--- src/rtl/instr_fetch_unit.sv ---
`default_nettype none
// ============================================================================
// Module   : instr_fetch_unit
// Brief    : PC holder and prefetch FIFO feeding decode over valid/ready,
//            with redirect flush and fetch enable. Optional perf counters
//            are enabled by defining IFETCH_PERF_EN.
// Revision : 1.0 - initial release
// ============================================================================
module instr_fetch_unit #(
    parameter logic [31:0] RESET_PC   = 32'h0000_0000,
    parameter int          FIFO_DEPTH = 2
) (
    input  logic        clk,
    input  logic        rst_n,
    input  logic        fetch_en,
    output logic [31:0] imem_addr,
    input  logic [31:0] imem_instr,
    input  logic        redirect_valid,
    input  logic [31:0] redirect_pc,
    output logic        out_valid,
    input  logic        out_ready,
    output logic [31:0] out_instr,
    output logic [31:0] out_pc
`ifdef IFETCH_PERF_EN
    ,
    output logic [31:0] perf_fetched,
    output logic [31:0] perf_stall
`endif
);

    localparam int PTR_W = (FIFO_DEPTH > 1) ? $clog2(FIFO_DEPTH) : 1;
    localparam int CNT_W = PTR_W + 1;

    typedef enum logic [0:0] {
        IDLE = 1'b0,
        RUN  = 1'b1
    } state_t;

    state_t             r_state;
    state_t             w_state_next;
    logic [31:0]        r_fetch_pc;
    logic [PTR_W-1:0]   r_wr_ptr;
    logic [PTR_W-1:0]   r_rd_ptr;
    logic [CNT_W-1:0]   r_count;
    logic [31:0]        r_fifo_pc    [FIFO_DEPTH];
    logic [31:0]        r_fifo_instr [FIFO_DEPTH];

    logic               w_valid;
    logic               w_full;
    logic               w_pop;
    logic               w_push;

    assign w_valid   = (r_count != '0);
    assign w_full    = (r_count == CNT_W'(FIFO_DEPTH));
    assign w_pop     = w_valid && out_ready;
    assign imem_addr = r_fetch_pc;
    assign out_valid = w_valid;
    assign out_instr = w_valid ? r_fifo_instr[r_rd_ptr] : 32'h0;
    assign out_pc    = w_valid ? r_fifo_pc[r_rd_ptr]    : 32'h0;

    // Redirect freezes the FSM and suppresses any push for that cycle.
    always_comb begin
        w_state_next = r_state;
        w_push       = 1'b0;
        if (!redirect_valid) begin
            case (r_state)
                IDLE: begin
                    if (fetch_en) begin
                        w_state_next = RUN;
                    end
                end
                RUN: begin
                    if (!fetch_en) begin
                        w_state_next = IDLE;
                    end else if (!w_full || w_pop) begin
                        w_push = 1'b1;
                    end
                end
                default: w_state_next = IDLE;
            endcase
        end
    end

    always_ff @(posedge clk or negedge rst_n) begin
        if (!rst_n) begin
            r_state    <= IDLE;
            r_fetch_pc <= {RESET_PC[31:2], 2'b00};
            r_wr_ptr   <= '0;
            r_rd_ptr   <= '0;
            r_count    <= '0;
        end else begin
            r_state <= w_state_next;
            if (redirect_valid) begin
                r_fetch_pc <= {redirect_pc[31:2], 2'b00};
                r_wr_ptr   <= '0;
                r_rd_ptr   <= '0;
                r_count    <= '0;
            end else begin
                if (w_push) begin
                    r_fetch_pc <= r_fetch_pc + 32'd4;
                    r_wr_ptr   <= r_wr_ptr + 1'b1;
                end
                if (w_pop) begin
                    r_rd_ptr <= r_rd_ptr + 1'b1;
                end
                case ({w_push, w_pop})
                    2'b10:   r_count <= r_count + 1'b1;
                    2'b01:   r_count <= r_count - 1'b1;
                    default: r_count <= r_count;
                endcase
            end
        end
    end

    // Storage needs no reset: occupancy alone qualifies its contents.
    always_ff @(posedge clk) begin
        if (w_push) begin
            r_fifo_pc[r_wr_ptr]    <= r_fetch_pc;
            r_fifo_instr[r_wr_ptr] <= imem_instr;
        end
    end

`ifdef IFETCH_PERF_EN
    logic [31:0] r_perf_fetched;
    logic [31:0] r_perf_stall;

    always_ff @(posedge clk or negedge rst_n) begin
        if (!rst_n) begin
            r_perf_fetched <= 32'h0;
            r_perf_stall   <= 32'h0;
        end else begin
            if (w_push) begin
                r_perf_fetched <= r_perf_fetched + 32'd1;
            end
            if (w_valid && !out_ready) begin
                r_perf_stall <= r_perf_stall + 32'd1;
            end
        end
    end

    assign perf_fetched = r_perf_fetched;
    assign perf_stall   = r_perf_stall;
`endif

endmodule
`default_nettype wire
--- config.mk ---
export PLATFORM = sky130hd
export DESIGN_NAME = instr_fetch_unit
export DESIGN_NICKNAME = d
export VERILOG_FILES = /design/src/rtl/instr_fetch_unit.sv
export SDC_FILE = /design/constraint.sdc
export NUM_CORES = 1
export LEC_CHECK = 0
export CAP_MARGIN = 0
export CORE_MARGIN = 4
export CORE_UTILIZATION = 25
export DETAILED_ROUTE_END_ITERATION = 8
export PLACE_DENSITY = 0.56
export SKIP_LAST_GASP = 1
export SLEW_MARGIN = 20
export SYNTH_ARGS = -nofsm -noshare
export SYNTH_HDL_FRONTEND = slang
export SYNTH_SLANG_ARGS = --single-unit
--- constraint.sdc ---
create_clock -name clk -period 10.4 [get_ports clk]
set_clock_uncertainty 0.2 [all_clocks]
set_input_delay 1.56 -clock clk [delete_from_list [all_inputs] [get_ports clk]]
set_output_delay 1.56 -clock clk [all_outputs]
set_load 0.02 [all_outputs]
# == Word level (Yosys, flattened, before mapping) ==
# Memory sizes are Yosys's and may differ from the RTL's.
# Index checks and enable logic that the tools add are counted.
# totals
regBits,37
out_inout_bits,97
input_bits,69
wordCells,39
ramBits,128
memories,2
# mem_list
name,words,word_bits,read_ports,rd_ports_with_merged_regs,wr,line,text
r_fifo_instr,2,32,1,0,1,46,logic [31:0] r_fifo_instr [FIFO_DEPTH];
r_fifo_pc,2,32,1,0,1,45,logic [31:0] r_fifo_pc [FIFO_DEPTH];
# classes
mux,17
n_reduce_logical,7
add_sub_neg,5
eq_ne,3
# ops
cell,n
$mux W32,4
$add A32 B3 Y32 const B,1
$mux W1,11
$reduce_bool A2 Y1,3
$eq A2 B2 Y1 const B,2
$pmux W2 S2,1
$reduce_bool A3 Y1,1
$add A1 B1 Y1 const B,2
$add A2 B1 Y2 const B,1
$eq A2 B1 Y1 const B,1
$mux W2,1
$sub A2 B1 Y2 const B,1
$logic_and A1 B1 Y1,1
$logic_not A1 Y1,1
$logic_or A1 B1 Y1,1

# == Longest topological paths before layout ==
# logic_depth
ltp_word,10
depth_mapped,7
mapped_depth_nobuf,5

# == Worst setup path before layout ==
# No wires, ideal clock.
# synth_path
kind,input port to flip-flop
from,in redirect_valid
to,"mem r_fifo_instr[0][0], enable pin"
required_ns,9.565
arrival_ns,7.723
slack_ns,1.842
stages,2
setup_time_ns,0.635
n_path_buf,1
cell_sequence,clkbuf_1 -> nor4_1
# synth_via
elab_chain_len,3
# synth_rtl
item,line,text
"start, declared",18,"input logic redirect_valid,"
$mux W1,65,if (!redirect_valid) begin
$mux W1,117,if (w_push) begin
$mux W1 (implied by the code),119,r_fifo_instr[r_wr_ptr] <= imem_instr;
"end, declared",46,
# Every way passes these cells.

# == Worst setup path in the final report ==
# layout_path
from,reg r_rd_ptr
to,out out_pc[28]
# layout_via
elab_chain_len,2
# layout_rtl
item,line,text
"start, declared",43,logic [PTR_W-1:0] r_rd_ptr;
"start signal, assigned",104,r_rd_ptr <= r_rd_ptr + 1'b1;
$mem_v2 Z2 W32,-,
$mux W32,59,assign out_pc = w_valid ? r_fifo_pc[r_rd_ptr] : 32'h0;
"end, declared",23,output logic [31:0] out_pc
# Every way passes these cells.

==> impl_metrics.env <==
export IMPL_postCtsSetupRepairBufs=0
export IMPL_combinationalPowerShare_pct=20.2
export IMPL_yosysTopAreaCellShare_pct=54.99
export IMPL_worstSetupEndpoint="out_pc[28]"
export IMPL_htree_levels=4
export IMPL_start_util_pct=25.69
export IMPL_drtAntennaViolNets=0
export IMPL_cp_startpoint="r_rd_ptr"
export IMPL_tightest_slew_ns=0.9529
export IMPL_synth_top_family_by_area="simple AND/OR/NAND/NOR gates"
export IMPL_ys_types=40
export IMPL_period_share_pct=43.83
export IMPL_diodes=0
export IMPL_yosys_area_top_type="edfxtp_1"
export IMPL_setup_tns_ns=0
export IMPL_netSwitchingPower_w=0.0004778
export IMPL_pwr_share_clk_pct=36.3
export IMPL_cts_hold_buf=0
export IMPL_final_setup_viol_count=0
export IMPL_pre_cts_slack_ns=6.139
export IMPL_layout_cells_non_filler=1007
export IMPL_placedCellCount=975
export IMPL_hpwl_mm=11.72
export IMPL_synthTopCellsByArea="edfxtp_1 55%, dfrtp_1 13%, mux2i_1 9.3%"
export IMPL_critPathLaunchType="flip-flop"
export IMPL_vias=4578
export IMPL_cts_path_max_buffers=2
export IMPL_crit_path_end_kind="primary output"
export IMPL_yosys_area_share_simple_pct=12.93
export IMPL_p_int_w=0.001263
export IMPL_drive_above_1_share_pct=7.292
export IMPL_fin_total_pwr_w=0.001741
export IMPL_wire_per_inst_um=17.57
export IMPL_overflow=0
export IMPL_crit_fanout=48
export IMPL_power_density_mw_per_mm2=187.0
export IMPL_clk_latency_ns=0.42
export IMPL_cp_arrival_ns=2.80
export IMPL_worstPathRequired_ns=8.64
export IMPL_cts_root_buffer="clkbuf_16"
export IMPL_coreArea_mm2=0.02635
export IMPL_ys_seq_elements=159
export IMPL_cts_tree="yes"
export IMPL_r2r_end="r_fifo_pc[1][19]"
export IMPL_rr_worst_depth=3
export IMPL_reg2reg_setup_slack_ns=7.74
export IMPL_timing_rr_start="r_count[1]"
export IMPL_route_detailed_drc=0
export IMPL_areaGrowthSynthToFinish_pct=37.53
export IMPL_max_vdd_ir_drop_v=0.00008470
export IMPL_final_cell_mix="158 x clkdlybuf4s50_1, 124 x edfxtp_1, 85 x nor2_1"
export IMPL_synth_seq_area_share_pct=67.92
export IMPL_die_width_um=172.6
export IMPL_grt_max_degree=63
export IMPL_ios=166
export IMPL_clock_sinks=159
export IMPL_grt_antenna_before_repair=2
export IMPL_fin_crit_ns=4.559
export IMPL_seqPwrFrac_pct=43.5
export IMPL_portBuffers=159
export IMPL_synthMuxAreaShare_pct=9.479
export IMPL_drtIter0Drc=230
export IMPL_cts_made_buffers=17
export IMPL_hold_violations=0
export IMPL_syn_cell_area_mm2=0.006771
export IMPL_hold_class="reg2reg"
export IMPL_path_class="reg2out"
export IMPL_nets=729
export IMPL_fmax_mhz=219.4
export IMPL_vias_per_cell=4.546
export IMPL_final_setup_worst_slack_ns=5.842
export IMPL_outcome="completed"
export IMPL_die_y_um=172.6
export IMPL_synthAdderAreaFrac_pct=0.1848
export IMPL_slew_headroom_pct=36.47
export IMPL_avgSynthCellArea_um2=13.46
export IMPL_drtPass1Iterations=4
export IMPL_power_switching_share_pct=27.45
export IMPL_slew_violations=0
export IMPL_grt_pass1_vias=4549
export IMPL_final_core_util_pct=35.34
export IMPL_p_leak_nw=3.046
export IMPL_grt_pass1_wl_mm=27.50
export IMPL_grt_use_total_pct=11.92
export IMPL_synthCells=503
export IMPL_rsz0062_at_grt="false"
export IMPL_final_common_cell="clkdlybuf4s50_1"
export IMPL_gp_congestion=0.7080
export IMPL_synth_compound_area_share_pct=5.395
export IMPL_die_area_mm2=0.02978
export IMPL_yosys_warnings=0
export IMPL_clkTransAtPathRegs_ns=0.06
export IMPL_synth_xor_area_share_pct=1.423
export IMPL_maxCapViolCount=0
export IMPL_fp_row_count=59
export IMPL_cts_resized=0
export IMPL_wl_mm=17.69
-- power by group through the flow --
stage	logic (W)	clock network [W]	registers, W
floorplan	0.000183	0	0.000767
global placement	0.000357	0	0.000769
detailed placement	0.000358	0	0.000771
CTS	0.000359	0.000653	0.000758
global route	0.000379	0.000686	0.000762
finish	0.000351	0.000633	0.000757
-- worst max-delay path: stages (launching register included) --
cell and delay [ns]:
dfrtp_4 0.63, buf_4 0.73, mux2i_1 0.16, nor2_1 0.15
clkdlybuf4s50_1 0.62
-- layer usage --
layer	global-route usage (%)	vias up	share of wire, %
li1	-	2192	-
met5	0	-	0.040
met2	19.43	117	48
met4	3.393	2	1.2
met3	3.253	18	4.6
met1	15.72	2249	46
-- stage by stage --
stage	area (um^2)	hold slack (ns)
floorplan	6783	0.3245
global placement	8702	0.3484
detailed placement	8702	0.3598
CTS	9313	0.3747
global route	9313	0.3995
finish	9313	0.3660
-- kinds of logic (layout without fill, tap and decap cells) --
| logic type | Yosys count | after routing |
|---|---|---|
| xor+xnor | 11 | 11 |
| simple gates | 174 | 174 |
| compound gates | 56 | 56 |
| buf+inv | 37 | 203 |
| other cells | 1 | 4 |
| mux | 64 | 64 |
| flops | 159 | 159 |
| fa+ha+maj | 1 | 1 |
-- cell usage after synthesis (all sizes together) --
cell / n
or3b: 1
xnor2: 7
conb: 1
or4: 15
nor3: 2
a21oi: 1
nand3: 16
nor4: 5
nand2: 18
and3: 7
inv: 6
clkbuf: 14
nor2: 86
and2: 1
mux2: 1
nor2b: 1
nor3b: 1
nand4: 9
mux2i: 63
a31oi: 19
nand2b: 3
dfrtp: 35
o31ai: 16
and4: 5
xor2: 4
edfxtp: 124
o41a: 1
o21ai: 15
o31a: 4
or3: 4
buf: 17
ha: 1
-- state kept, by name, indices dropped and copies added, names as in the netlist --
signal	flops
r_fifo_instr	64
r_fifo_pc	60
imem_addr	30
r_count	2
r_rd_ptr	1
r_state	1
r_wr_ptr	1
-- worst min-delay path by stage --
stage                     slack, ns               end  depth (start not counted)           from
after global placement         0.35  r_fifo_pc[0][28]                          0  imem_addr[28]
final                          0.37  r_fifo_pc[0][18]                          0  imem_addr[18]
after floorplan                0.32          r_wr_ptr                          2       r_wr_ptr
after CTS                      0.37           r_state                          1        r_state
after global routing           0.40           r_state                          1        r_state
after detailed placement       0.36           r_state                          1        r_state
-- cell type report --
type                            count  area [um^2]
Multi-Input combinational cell    310         2026
Tap cell                          335        419.2
Timing Repair Buffer              165         1632
Sequential cell                   159         4603
Clock inverter                     11        130.1
Fill cell                        2587        17040
Inverter                            6        22.52
Clock buffer                       21        480.5
(Power assumes the default switching activity.)
